<file path="src/rtl/lfsr_seq.sv">
// rtl/lfsr_seq.sv - seeded LFSR sequence engine with step count, mode select and abort
//
// Purpose:
//   On a start request in IDLE, captures a seed, a step count and a stepping
//   mode. It then advances an LFSR that many steps, publishes the final state
//   on num and pulses done for one cycle. A zero step count publishes the
//   (fixed) seed directly.
//
// Parameters:
//   WIDTH  - LFSR / seed / result width in bits (>= 3)
//   CNT_W  - width of the step counter / seq_num
//   TAPS   - tap mask, WIDTH bits (default x^8+x^6+x^5+x^4+1)
//
// Ports:
//   clk      in   1      system clock, rising edge
//   rst_n    in   1      asynchronous active-low reset
//   start    in   1      run request, sampled only in IDLE
//   abort    in   1      cancel current run, sampled only in RUN
//   mode     in   1      0 = Fibonacci, 1 = Galois; captured at start
//   sw_in    in   WIDTH  seed; captured at start
//   seq_num  in   CNT_W  number of steps; captured at start
//   num      out  WIDTH  result of the last completed run
//   busy     out  1      high while stepping
//   done     out  1      one-cycle pulse when num updates

module lfsr_seq #(
    parameter int unsigned      WIDTH = 8,
    parameter int unsigned      CNT_W = 8,
    parameter logic [WIDTH-1:0] TAPS  = 8'hB8
) (
    input  logic             clk,
    input  logic             rst_n,
    input  logic             start,
    input  logic             abort,
    input  logic             mode,
    input  logic [WIDTH-1:0] sw_in,
    input  logic [CNT_W-1:0] seq_num,
    output logic [WIDTH-1:0] num,
    output logic             busy,
    output logic             done
);

    typedef enum logic [1:0] {
        ST_IDLE = 2'd0,
        ST_RUN  = 2'd1,
        ST_DONE = 2'd2
    } state_t;

    localparam logic [WIDTH-1:0] SEED_ONE = {{(WIDTH-1){1'b0}}, 1'b1};
    localparam logic [CNT_W-1:0] CNT_ONE  = {{(CNT_W-1){1'b0}}, 1'b1};

    state_t           state_q, state_d;
    logic [WIDTH-1:0] lfsr_q,  lfsr_d;
    logic [CNT_W-1:0] cnt_q,   cnt_d;
    logic             mode_q,  mode_d;
    logic [WIDTH-1:0] num_q,   num_d;

    logic [WIDTH-1:0] seed_fixed;
    logic [WIDTH-1:0] lfsr_next;

    // Shift left, feedback bit is the parity of the tapped bits.
    function automatic logic [WIDTH-1:0] fib_step(input logic [WIDTH-1:0] v);
        return {v[WIDTH-2:0], ^(v & TAPS)};
    endfunction

    // Shift right, XOR the tap mask in whenever a one falls off the end.
    function automatic logic [WIDTH-1:0] galois_step(input logic [WIDTH-1:0] v);
        return (v >> 1) ^ (v[0] ? TAPS : {WIDTH{1'b0}});
    endfunction

    // An all-zero state is a fixed point of both step functions, so it is
    // never allowed into the register as a seed.
    assign seed_fixed = (sw_in == {WIDTH{1'b0}}) ? SEED_ONE : sw_in;

    // Mode is the captured copy, so changes on the mode pin mid-run are inert.
    assign lfsr_next = mode_q ? galois_step(lfsr_q) : fib_step(lfsr_q);

    always_ff @(posedge clk or negedge rst_n) begin
        if (!rst_n) begin
            state_q <= ST_IDLE;
            lfsr_q  <= {WIDTH{1'b0}};
            cnt_q   <= {CNT_W{1'b0}};
            mode_q  <= 1'b0;
            num_q   <= {WIDTH{1'b0}};
        end else begin
            state_q <= state_d;
            lfsr_q  <= lfsr_d;
            cnt_q   <= cnt_d;
            mode_q  <= mode_d;
            num_q   <= num_d;
        end
    end

    always_comb begin
        state_d = state_q;
        lfsr_d  = lfsr_q;
        cnt_d   = cnt_q;
        mode_d  = mode_q;
        num_d   = num_q;

        unique case (state_q)
            ST_IDLE: begin
                if (start) begin
                    lfsr_d = seed_fixed;
                    cnt_d  = seq_num;
                    mode_d = mode;
                    // A zero-length run completes without ever entering RUN,
                    // which also keeps the counter from wrapping below zero.
                    if (seq_num == {CNT_W{1'b0}}) begin
                        num_d   = seed_fixed;
                        state_d = ST_DONE;
                    end else begin
                        state_d = ST_RUN;
                    end
                end
            end

            ST_RUN: begin
                // Abort wins over completion, even on the final step.
                if (abort) begin
                    state_d = ST_IDLE;
                end else begin
                    lfsr_d = lfsr_next;
                    cnt_d  = cnt_q - CNT_ONE;
                    if (cnt_q == CNT_ONE) begin
                        num_d   = lfsr_next;
                        state_d = ST_DONE;
                    end
                end
            end

            ST_DONE: begin
                state_d = ST_IDLE;
            end

            default: begin
                state_d = ST_IDLE;
            end
        endcase
    end

    assign num  = num_q;
    assign busy = (state_q == ST_RUN);
    assign done = (state_q == ST_DONE);

endmodule

</file>
<file path="config.mk">
export PLATFORM = sky130hd
export DESIGN_NAME = lfsr_seq
export DESIGN_NICKNAME = d
export VERILOG_FILES = /design/src/rtl/lfsr_seq.sv
export SDC_FILE = /design/constraint.sdc
export NUM_CORES = 1
export LEC_CHECK = 0
export ABC_AREA = 1
export CORE_MARGIN = 2
export CORE_UTILIZATION = 56
export CTS_CLUSTER_SIZE = 20
export DETAILED_ROUTE_END_ITERATION = 10
export PLACE_DENSITY_LB_ADDON = 0.25
export RECOVER_POWER = 50
export SLEW_MARGIN = 20
export SYNTH_ARGS = -nofsm -noshare
export SYNTH_HDL_FRONTEND = slang
export SYNTH_SLANG_ARGS = --single-unit
</file>
<file path="constraint.sdc">
create_clock -name clk -period 2.8 [get_ports clk]
set_input_delay 0.42 -clock clk [delete_from_list [all_inputs] [get_ports clk]]
set_output_delay 0.42 -clock clk [all_outputs]
set_load 0.01 [all_outputs]
</file>
Word level (Yosys, flattened, before mapping)
Cells that the tools add are included.
{"block": "word_totals", "regBits": 27, "latchBits": 0, "mem_bits_rw": 0, "rom_bits": 0, "inputBits": 21, "out_inout_bits": 10, "wordCells": 43, "mem_count": 0}
{"block": "op_classes", "add_sub_neg": 1, "mul": 0, "div": 0, "n_lt_le_gt_ge": 0, "n_eq_ne": 8, "shift": 0, "mux": 19, "bitwise_logic": 1, "reduce_logical": 9}
{"op": "8-bit 2-to-1 mux", "n": 11}
{"op": "8-bit one-hot mux with 2 select lines", "n": 3}
{"op": "8-bit zero test", "n": 2}
{"op": "8-bit by 1-bit == test with 1-bit output, second input constant", "n": 1}
{"op": "2-bit 2-to-1 mux", "n": 4}
{"op": "8-bit XOR reduction", "n": 1}
{"op": "8-bit by 1-bit subtractor with 8-bit output, second input constant", "n": 1}
{"op": "7-bit by 8-bit bitwise XOR with 8-bit output", "n": 1}
{"op": "2-bit inequality test, second input constant", "n": 3}
{"op": "5-bit AND reduction", "n": 1}
{"op": "2-bit one-hot mux with 2 select lines", "n": 1}
{"op": "2-bit AND reduction", "n": 2}
{"op": "3-bit by 2-bit inequality test with 1-bit output, second input constant", "n": 1}
{"op": "3-bit AND reduction", "n": 1}
{"op": "2-bit by 1-bit == test with 1-bit output, second input constant", "n": 1}
{"op": "2-bit == test, second input constant", "n": 1}
{"op": "2-bit zero test", "n": 1}
{"op": "2-bit by 1-bit inequality test with 1-bit output, second input constant", "n": 1}
{"op": "2-bit nonzero test", "n": 1}

Longest topological paths before layout
Gate-level depths: netlist of the first run.
{"block": "logic_depth", "depth_word": 6, "ltp_mapped": 9, "mapped_depth_nobuf": 9}

Worst setup path after synthesis of the first run
OpenSTA, ideal clock, no wires.
{"block": "synth_timing", "kind": "register to register", "from": "reg cnt_q[1]", "to": "reg num_q[3], in the netlist num[3]", "setup_ns": 0.116, "t_arrival_ns": 1.149, "t_required_ns": 2.684, "setup_slack_ns": 1.534, "path_stages_with_launch": 8, "path_buffers": 0, "synth_period_minus_slack_ns": 1.266, "cell_sequence": "dfrtp_1 > inv_1 > ha_1 > nand3_1 > o21ai_2 > nand3_2 > nand2_1 > nand2_1"}
{"block": "synth_between", "elab_chain_cells": 3}
{"element": "start, declared", "line": "54", "source": "logic [CNT_W-1:0] cnt_q, cnt_d;"}
{"element": "start signal, assigned", "line": "82", "source": "cnt_q <= {CNT_W{1'b0}};"}
{"element": "start signal, assigned", "line": "88", "source": "cnt_q <= cnt_d;"}
{"element": "8-bit by 1-bit == test with 1-bit output", "line": "125", "source": "if (cnt_q == CNT_ONE) begin"}
{"element": "2-bit by 1-bit inequality test with 1-bit output (no source line)"}
{"element": "5-bit AND reduction (no source line)"}
{"element": "end signal, assigned", "line": "84", "source": "num_q <= {WIDTH{1'b0}};"}
{"element": "end signal, assigned", "line": "90", "source": "num_q <= num_d;"}
{"element": "end, declared", "line": "56", "source": "logic [WIDTH-1:0] num_q, num_d;"}
Every way passes these cells.
A chain may end at the register's enable or synchronous reset.

Worst setup path in the final report of the first run
{"block": "layout_timing", "from": "reg state_q[0]", "to": "reg num_q[7], in the netlist num[7]"}
{"block": "layout_between", "elab_chain_cells": 3, "elab_cells_between_ends": 9, "cone_classes": "eq/ne: 5; mux: 1; reduce/logical: 3"}
{"element": "start, declared", "line": "52", "source": "state_t state_q, state_d;"}
{"element": "start signal, assigned", "line": "86", "source": "state_q <= state_d;"}
{"element": "2-bit by 1-bit == test with 1-bit output / 2-bit zero test (equally long branches)", "line": "101", "source": "unique case (state_q)"}
{"element": "2-bit by 1-bit inequality test with 1-bit output (no source line) (tied with other cells)"}
{"element": "5-bit AND reduction (no source line)"}
Parallel ways exist; a longest one is shown, timed or not.

==> results by stage, run 1 <==
Setup path:
- The launching element type of the critical path is a register.
- For the worst setup path, the data arrival time is 2.47 ns.
- Along the worst path, the maximum fanout reaches 28.
- The number of buffers and inverters on the critical path is 0.
- Among the stages of the critical path, the cell type that occurs most often is sky130_fd_sc_hd__nand2_1.
- Data on the critical path is required at its endpoint by 3.05 ns.
- The library cell contributing the largest single delay on the critical path is sky130_fd_sc_hd__nand2_1.
- For this run, the slowest stage of the critical path takes a little over 0.7 ns.
- The critical path endpoint category is a register.
- On the critical path the largest part of the delay comes from simple AND/OR/NAND/NOR gates.
- In this run the register-to-register setup slack is ~0.57 ns.
- Walking the worst path, the cells encountered are nor2_1, nand2_2, nand2_1, nand3_2, nand2_1, nand2_1.
- The critical path is of the register to register type.

Synthesis:
- Of the synthesized area, sequential elements account for 0.4075.
- The net count of the mapped netlist is 259.
- The Yosys step of the flow raised 0 warnings.
- A synthesized cell averages 7.025 um2.
- The number of storage elements in the synthesis netlist is 27.
- The count of different cell masters after synthesis is 27.
- The instance count of the mapped netlist is 236.
- The cell area that synthesis handed to floorplanning was 1658 um2.

Timing:
- Across all setup checks in the final design, the least slack found is 0.5739 ns.
- The number of slew-limit violations in the final report came to 0.
- The post-route fraction of the period consumed by the critical path is 0.7951.
- The setup TNS is 0 ns.
- Setup repair after global routing left no endpoint under its margin.
- The minimum period implied by the final worst setup slack is between 2 and 2.5 ns.
- Based on the critical path, the design can be clocked at up to 449.2 MHz.
- The slew of the pin with the lowest slew margin is roughly 1.5 ns.
- The worst hold slack is 0.5015 ns.
- Setup violations remaining at the end of the flow were counted as 0.
- In this run the tightest slew margin relative to its limit is 0.003226.
- Between clock sinks in the finished design, the worst skew comes to between 0.002 and 0.003 ns.
- The number of hold violations in the final report is 0.

Clock network:
- The longest clock path from root to sink contains 2 buffers.
- Clock tree synthesis selected as its root buffer the cell sky130_fd_sc_hd__clkbuf_4.
- Gates resized during post-CTS repair numbered 0.
- The number of clock buffers added by TritonCTS is 3.
- The later-pin clock latency in the skew report is about 0.33 ns.
- CTS built an H-tree with a depth of 1.
- In this run, post-CTS hold repair placed 0 buffers.
- The number of sinks on the clock net is 27.
- After clock tree synthesis, the setup repair step added 0 buffers.
- TritonCTS built the clock tree.
- The clock transition time at the flip-flop clock pins of the worst setup and hold paths is ~0.15 ns.

Global route:
- Entering global routing, the biggest net connects 29 pins.
- For this run, the total global-route usage over all layers was measured as 0.2424.
- The number of antenna violations at the first check in global routing is 0.
- The total grt overflow is 0.
- The first global-routing pass estimated 6368 um of wire.
- The via count of the first global-routing pass is 1386.

Detailed routing:
- The first detailed-routing pass ran for 4 iterations.
- After detailed routing, the number of remaining DRC violations is 0.
- The residual antenna-violating net count after detailed routing is 0.
- The first routing iteration left 66 violations.
- The wire length after detailed routing is 3865 um.
- After detailed routing, the number of vias per cell comes to 5.422.
- The routed via count is 1605.
- The average wire per standard cell is ~13 um.

Power and ir drop:
- The overall power after layout is 2205 uW.
- Dividing total power by cell area gives a power density of around 1100 nW/um2.
- The leakage power of the design is 0.0009546 uW.
- VDD sags by at most 863.8 uV.

Outcome:
- The run finished with clean final reports.

Placement:
- OpenSTA, run right after detailed placement, puts the worst setup slack at 0.8860 ns.
- After legalization and detailed placement, the total HPWL measured ~2800 um.
- The placer's final routability congestion estimate is 0.9126.
- The count of buffers inserted at the top-level ports is 30.

Floorplanning:
- The number of I/O pins is 31.
- The initial utilization of the core area, before any placement, comes to 0.5960.
- The die is 58.41 um tall.
- The horizontal die dimension is around 58 um.
- The number of standard-cell rows in the floorplan is 19.
- The placeable core area is between 2000 and 3000 um2.
- The die covers 3412 um2.

Hold path:
- The min-delay analysis places its worst path in the category register to register.

Layout:
- The utilization after layout is 0.7094.
- In the final design database the tool counted 289 nets.
- The layout cell share with drive strength beyond 1 is 0.07170.
- 0 antenna diodes ended up in the layout.
- The number of filler cells placed in the layout is 249.
- The post-synthesis to final-layout area growth is 19.02%.

Flow run:
- The count of max-cap constraint violations is 0.
## area by class of cell
type	count	area, um2	share of cell area
sequential	27	675.6	0.3424
multi-input combinational	180	838.3	0.4249
clock buffer	3	22.52	0.01141
inverter	23	88.84	0.04502
clock inverter	1	5.005	0.002536
tap	31	38.79	0.01966
timing repair buffer	31	304.0	0.1541
## Yosys cell counts
| cell | n | area share |
|---|---|---|
| sky130_fd_sc_hd__nor2_2 | 2 | 0.0075 |
| sky130_fd_sc_hd__buf_4 | 3 | 0.014 |
| sky130_fd_sc_hd__buf_1 | 1 | 0.0023 |
| sky130_fd_sc_hd__nand3_1 | 7 | 0.021 |
| sky130_fd_sc_hd__nand2_4 | 2 | 0.014 |
| sky130_fd_sc_hd__nor2_4 | 1 | 0.0068 |
| sky130_fd_sc_hd__nor2_1 | 31 | 0.070 |
| sky130_fd_sc_hd__a31oi_1 | 3 | 0.011 |
| sky130_fd_sc_hd__nand2_1 | 76 | 0.17 |
| sky130_fd_sc_hd__nand4_1 | 1 | 0.0038 |
| sky130_fd_sc_hd__inv_2 | 4 | 0.0091 |
| sky130_fd_sc_hd__dfrtp_1 | 27 | 0.41 |
| sky130_fd_sc_hd__nand2_2 | 2 | 0.0075 |
| sky130_fd_sc_hd__o22ai_1 | 1 | 0.0038 |
| sky130_fd_sc_hd__nand2_8 | 1 | 0.012 |
| sky130_fd_sc_hd__inv_4 | 1 | 0.0038 |
| sky130_fd_sc_hd__inv_1 | 18 | 0.041 |
| sky130_fd_sc_hd__nor3_1 | 1 | 0.0030 |
| sky130_fd_sc_hd__nor2_8 | 1 | 0.012 |
| sky130_fd_sc_hd__nand3_2 | 1 | 0.0060 |
| sky130_fd_sc_hd__ha_1 | 2 | 0.015 |
| sky130_fd_sc_hd__o21ai_0 | 22 | 0.066 |
| sky130_fd_sc_hd__buf_2 | 2 | 0.0060 |
| sky130_fd_sc_hd__a21oi_1 | 21 | 0.063 |
| sky130_fd_sc_hd__o21ai_1 | 2 | 0.0060 |
| sky130_fd_sc_hd__o21ai_2 | 2 | 0.011 |
| sky130_fd_sc_hd__o211ai_1 | 1 | 0.0045 |
## power breakdown
group / leakage, uW / internal, uW / switching [uW]
Sequential: 0.000328 / 584 / 171
Clock: 0.0000177 / 53.8 / 123
Combinational: 0.000609 / 474 / 799
## layout by cell type (no fill, tap or decap), types with 2 or more instances in the layout
cell type	Yosys	final
sky130_fd_sc_hd__dfrtp_1	27	27
sky130_fd_sc_hd__inv_1	18	18
sky130_fd_sc_hd__nand2_4	2	2
sky130_fd_sc_hd__nand3_1	7	7
sky130_fd_sc_hd__nor2_1	31	32
sky130_fd_sc_hd__o21ai_2	2	2
sky130_fd_sc_hd__a21oi_1	21	21
sky130_fd_sc_hd__nand2_1	76	77
sky130_fd_sc_hd__o21ai_0	22	22
sky130_fd_sc_hd__nand2_2	2	2
sky130_fd_sc_hd__inv_2	4	4
sky130_fd_sc_hd__a31oi_1	3	3
sky130_fd_sc_hd__clkbuf_4	0	3
sky130_fd_sc_hd__o21ai_1	2	2
sky130_fd_sc_hd__ha_1	2	2
sky130_fd_sc_hd__clkdlybuf4s50_1	0	29
## worst reg2reg max path, stage by stage (launching register included)
cell and delay, ns:
sky130_fd_sc_hd__dfrtp_1 0.45, sky130_fd_sc_hd__nor2_1 0.36, sky130_fd_sc_hd__nand2_2 0.12, sky130_fd_sc_hd__nand2_1 0.72, sky130_fd_sc_hd__nand3_2 0.30, sky130_fd_sc_hd__nand2_1 0.13, sky130_fd_sc_hd__nand2_1 0.05
## path summary, 6_finish.rpt
kind / from / to / cells after the start
worst max-delay path: state_q[0]$_DFFE_PN0P_ / num[7]$_DFFE_PN0P_ / 6
worst min-delay path: num[5]$_DFFE_PN0P_ / num[5]$_DFFE_PN0P_ / 2
worst max register to register: state_q[0]$_DFFE_PN0P_ / num[7]$_DFFE_PN0P_ / 6
worst min register to register: num[5]$_DFFE_PN0P_ / num[5]$_DFFE_PN0P_ / 2
max in group asynchronous: rst_n / lfsr_q[7]$_DFFE_PN0P_ / 2
min in group asynchronous: rst_n / cnt_q[3]$_DFFE_PN0P_ / 2
## metrics by stage
step	area, um2	instances
final	1973	296
after global routing	1973	296
after CTS	1996	296
after detailed placement	1968	292
after global placement	1968	292
after floorplan	1658	236
## flip-flops by register name, indices dropped and copies added, names as in the netlist
name / cells
cnt_q: 8
lfsr_q: 8
state_q: 2
num: 8
mode_q: 1
## kinds of logic (layout without fill, tap and decap cells)
logic type / after synthesis / count (layout) / synth area share
flip-flops: 27 / 27 / 0.4075
adder cells (fa/ha/maj): 2 / 2 / 0.01509
AO/OA/AOI/OAI: 52 / 52 / 0.1660
buffers and inverters: 29 / 58 / 0.07547
AND/OR/NAND/NOR: 126 / 126 / 0.3358
## per-layer routing
| layer | global-route usage | part of all wire | vias up |
|---|---|---|---|
| li1 | - | - | 812 |
| met1 | 0.3741 | 0.51 | 743 |
| met2 | 0.3499 | 0.43 | 45 |
| met3 | 0.03516 | 0.053 | 5 |
| met4 | 0.07641 | 0.011 | 0 |
| met5 | 0 | 0 | - |
Note: power is estimated with default switching activity, not from simulation.
==> inputs of run 2 (changes only) <==
--- a/config.mk
+++ b/config.mk
@@ -7,7 +7,7 @@
 export LEC_CHECK = 0
 export ABC_AREA = 1
 export CORE_MARGIN = 2
-export CORE_UTILIZATION = 56
+export CORE_UTILIZATION = 52
 export CTS_CLUSTER_SIZE = 20
 export DETAILED_ROUTE_END_ITERATION = 10
 export PLACE_DENSITY_LB_ADDON = 0.25
==> constraint.sdc (replaced) <==
create_clock -name clk -period 2.25 [get_ports clk]
set_input_delay 0.3375 -clock clk [delete_from_list [all_inputs] [get_ports clk]]
set_output_delay 0.3375 -clock clk [all_outputs]
set_load 0.01 [all_outputs]
==> run 2 against run 1 <==
Die area rose by 7.2%. Power up 24%. Highest routed layer is now met3. Routed wire length down 3.4%. Global-route usage decreased by 1.6 points. First-iteration DRC count increased by 23%. Clock power rose by 21%. Largest power group unchanged. Non-clock buffer count did not move.
==> results by stage, run 2 (synthesis gave the netlist of run 1 again) <==
Outcome:
- Outcome: complete, no violations (unchanged).

Clock network:
- The number of sinks on the clock net is 27 (unchanged).
- The hold buffer count at cts is 0 (unchanged).
- The number of H-tree levels was 1 (unchanged).
- The number of gates resized after cts is 0 (unchanged).
- The TritonCTS buffer count is 3 (unchanged).
- The clock transition time at the flip-flop clock pins of the worst setup and hold paths is 0.15 ns (about the same).
- The library cell used as clock root buffer is sky130_fd_sc_hd__clkbuf_4 (unchanged).
- The CTS tree is done (unchanged).
- The number of buffers inserted to repair setup after CTS is 0 (unchanged).
- The later-pin clock latency in the skew report is 0.32 ns (was 0.33 ns).
- The worst-case clock buffer depth is 2 (unchanged).

Setup path:
- The endpoint of the worst-slack reg-to-reg timing path is cnt_q[4]$_DFFE_PN0P_ (was num[7]$_DFFE_PN0P_).
- The delay of the slowest cell on the worst path is 0.57 ns (was 0.72 ns).
- The worst setup path category is register to output pin (was register to register).
- The worst-path maximum fanout is 19 (was 28).
- The end of the critical path was busy (was num[7]$_DFFE_PN0P_).
- The setup slack of the worst register-to-register path is 0.54 ns (was 0.57 ns).
- The count of cells along the worst register-to-register path is 6 (unchanged).
- The worst setup path startpoint is state_q[1]$_DFFE_PN0P_ (was state_q[0]$_DFFE_PN0P_).
- The kind of cell adding the most delay to the critical path is buffers and inverters (was simple AND/OR/NAND/NOR gates).
- The launching element type of the critical path was a register (unchanged).
- The number of buffers and inverters on the critical path came to 3 (was 0).
- The worst path arrival time was 1.79 ns (was 2.47 ns).
- Worst-path cell chain: inv_2, nand2_4, inv_4, clkdlybuf4s50_1 (was nor2_1, nand2_2, nand2_1, nand3_2, nand2_1, nand2_1).
- The cell count along the critical path came to 4 (was 6).
- The required arrival time at the worst endpoint is 1.91 ns (was 3.05 ns).
- The library cell contributing the largest single delay on the critical path is sky130_fd_sc_hd__clkdlybuf4s50_1 (was sky130_fd_sc_hd__nand2_1).
- The critical path endpoint category is an output pin (was register).
- The critical register-to-register path startpoint is state_q[0]$_DFFE_PN0P_ (unchanged).

Layout:
- The total number of nets in the final design is 289 (unchanged).
- The number of filler cells placed in the layout came to 277 (was 249).
- The utilization after layout is 0.6557 (was 0.7094).
- The final antenna diode count is 0 (unchanged).
- The area occupied by registers is 675.6 um2 (unchanged).
- The most common cell after layout, fill and taps aside is sky130_fd_sc_hd__nand2_1 (unchanged).
- The multi-input combinational cell area is 852.1 um2 (was 838.3 um2).
- The post-synthesis to final-layout area growth is 20.75% (was 19.02%).
- Commonest cells after routing, fill and taps aside: 77 x sky130_fd_sc_hd__nand2_1, 32 x sky130_fd_sc_hd__nor2_1, 29 x sky130_fd_sc_hd__clkdlybuf4s50_1 (unchanged).
- The layout cell share with drive strength beyond 1 is 0.06792 (was 0.07170).

Global route:
- The largest net degree at the start of global routing was 29 (unchanged).
- The wire length of the first global-routing pass was 6251 um (was 6368 um).
- The overall fraction of global-route tracks in use came to 0.2261 (was 0.2424).
- The number of antenna violations at the first check in global routing is 0 (unchanged).
- The via count of the first global-routing pass is 1343 (was 1386).
- The total grt overflow is 0 (unchanged).

Floorplanning:
- The horizontal die dimension is 60.47 um (was 58.41 um).
- The number of standard-cell rows in the floorplan is 20 (was 19).
- The number of I/O pins is 31 (unchanged).
- The height of the die came to 60.47 um (was 58.41 um).
- The area of the die is 3656 um2 (was 3412 um2).
- The initial standard-cell utilization of the core is 0.5430 (was 0.5960).
- The placeable core area is 3053 um2 (was 2781 um2).

Power and ir drop:
- The total power density per cell area was 1370 nW/um2 (was 1118 nW/um2).
- The leakage power of the design came to 0.0009540 uW (was 0.0009546 uW).
- The highest ir drop seen on vdd is 728.5 uV (was 863.8 uV).

Detailed routing:
- The post-route DRC violation count came to 0 (unchanged).
- The number of detailed-routing iterations run before antenna repair came to 4 (unchanged).
- The wire length after detailed routing came to 3732 um (was 3865 um).
- The post-detailed-route via-to-cell ratio was 4.997 (was 5.422).
- The average wire per standard cell was 12.08 um (was 13.06 um).
- The residual antenna-violating net count after detailed routing was 0 (unchanged).
- The routed via count was 1544 (was 1605).
- The number of DRC markers after the initial detailed-route iteration came to 81 (was 66).

Timing:
- The number of slew-limit violations in the final report is 0 (unchanged).
- The number of hold violations in the final report was 0 (unchanged).
- Of the available clock period, the critical path in the final layout requires 0.9445.
- Static timing analysis puts the maximum clock frequency at 470.6 MHz.
- The slew of the pin with the lowest slew margin was 1.435 ns (was 1.495 ns).
- The worst clock skew came to 0.001404 ns (was 0.002953 ns).
- The setup TNS is 0 ns (unchanged).
- RSZ-0062 raised after global routing: no (unchanged).
- The minimum period implied by the final worst setup slack is 2.125 ns.
- The remaining max-slew budget at the tightest pin is 0.04323 (was 0.003226).
- The number of endpoints failing setup at the final stage is 0 (unchanged).

Flow run:
- The count of max-cap constraint violations is 0 (unchanged).

Placement:
- The count of buffers inserted at the top-level ports is 30 (unchanged).
- The placer's final routability congestion estimate is 0.8562 (was 0.9126).
- The HPWL after detailed placement was 2714 um (was 2809 um).

Hold path:
- The path class of the lowest-slack min-delay path was register to register (unchanged).
-- run 2: cell count changes in the layout (fill, tap and decap cells not counted), sizes merged --
cell,before,now
clkinv,1,0
clkbuf,4,5
-- run 2: through the flow --
step	total power [uW]	worst slack [ns]	instance area, um2	hold WS, ns	cells
finish	2743	0.1249	2002	0.5003	309
global route	3029	0.04428	2002	0.5333	309
CTS	2752	0.1222	2011	0.3901	309
detailed placement	2538	0.4776	1984	0.4650	305
global placement	2512	0.4977	1984	0.4659	305
floorplan	2088	0.9843	1658	0.04191	236
-- run 2: report_power, final --
| part | internal (uW) | total [uW] | switching [uW] |
|---|---|---|---|
| Sequential | 727 | 928 | 201 |
| Clock | 69.5 | 215 | 146 |
| Combinational | 600 | 1600 | 1000 |
-- run 2: cell type report --
type / instances / share of cell area
inverters: 23 / 0.04438
multi-input cells: 180 / 0.4256
repair buffers: 31 / 0.1519
clock buffers: 4 / 0.01313
flip-flops and latches: 27 / 0.3375
well taps: 44 / 0.02750
-- run 2: per-layer routing --
layer,routed length (um),share of wire,GRT usage,up-vias
met1,2025,0.54,0.3691,696
met3,137,0.037,0.01919,0
li1,-,-,-,814
met2,1569,0.42,0.3276,34
met4,0,0,0.04658,0
met5,0,0,0,-
-- run 2: how the worst min path moves through the flow --
stage,cells past startpoint,end,start
after detailed placement,2,num[6]$_DFFE_PN0P_,num[6]$_DFFE_PN0P_
after global placement,2,num[3]$_DFFE_PN0P_,num[3]$_DFFE_PN0P_
final,2,num[4]$_DFFE_PN0P_,num[4]$_DFFE_PN0P_
after global routing,2,num[0]$_DFFE_PN0P_,num[0]$_DFFE_PN0P_
after floorplan,0,cnt_q[0]$_DFFE_PN0P_,rst_n
after CTS,2,cnt_q[1]$_DFFE_PN0P_,rst_n
-- run 2: worst min-delay path: stages (launching register included) --
cell and delay, ns:
sky130_fd_sc_hd__dfrtp_1 0.38, sky130_fd_sc_hd__nand2_1 0.05, sky130_fd_sc_hd__nand2_1 0.05
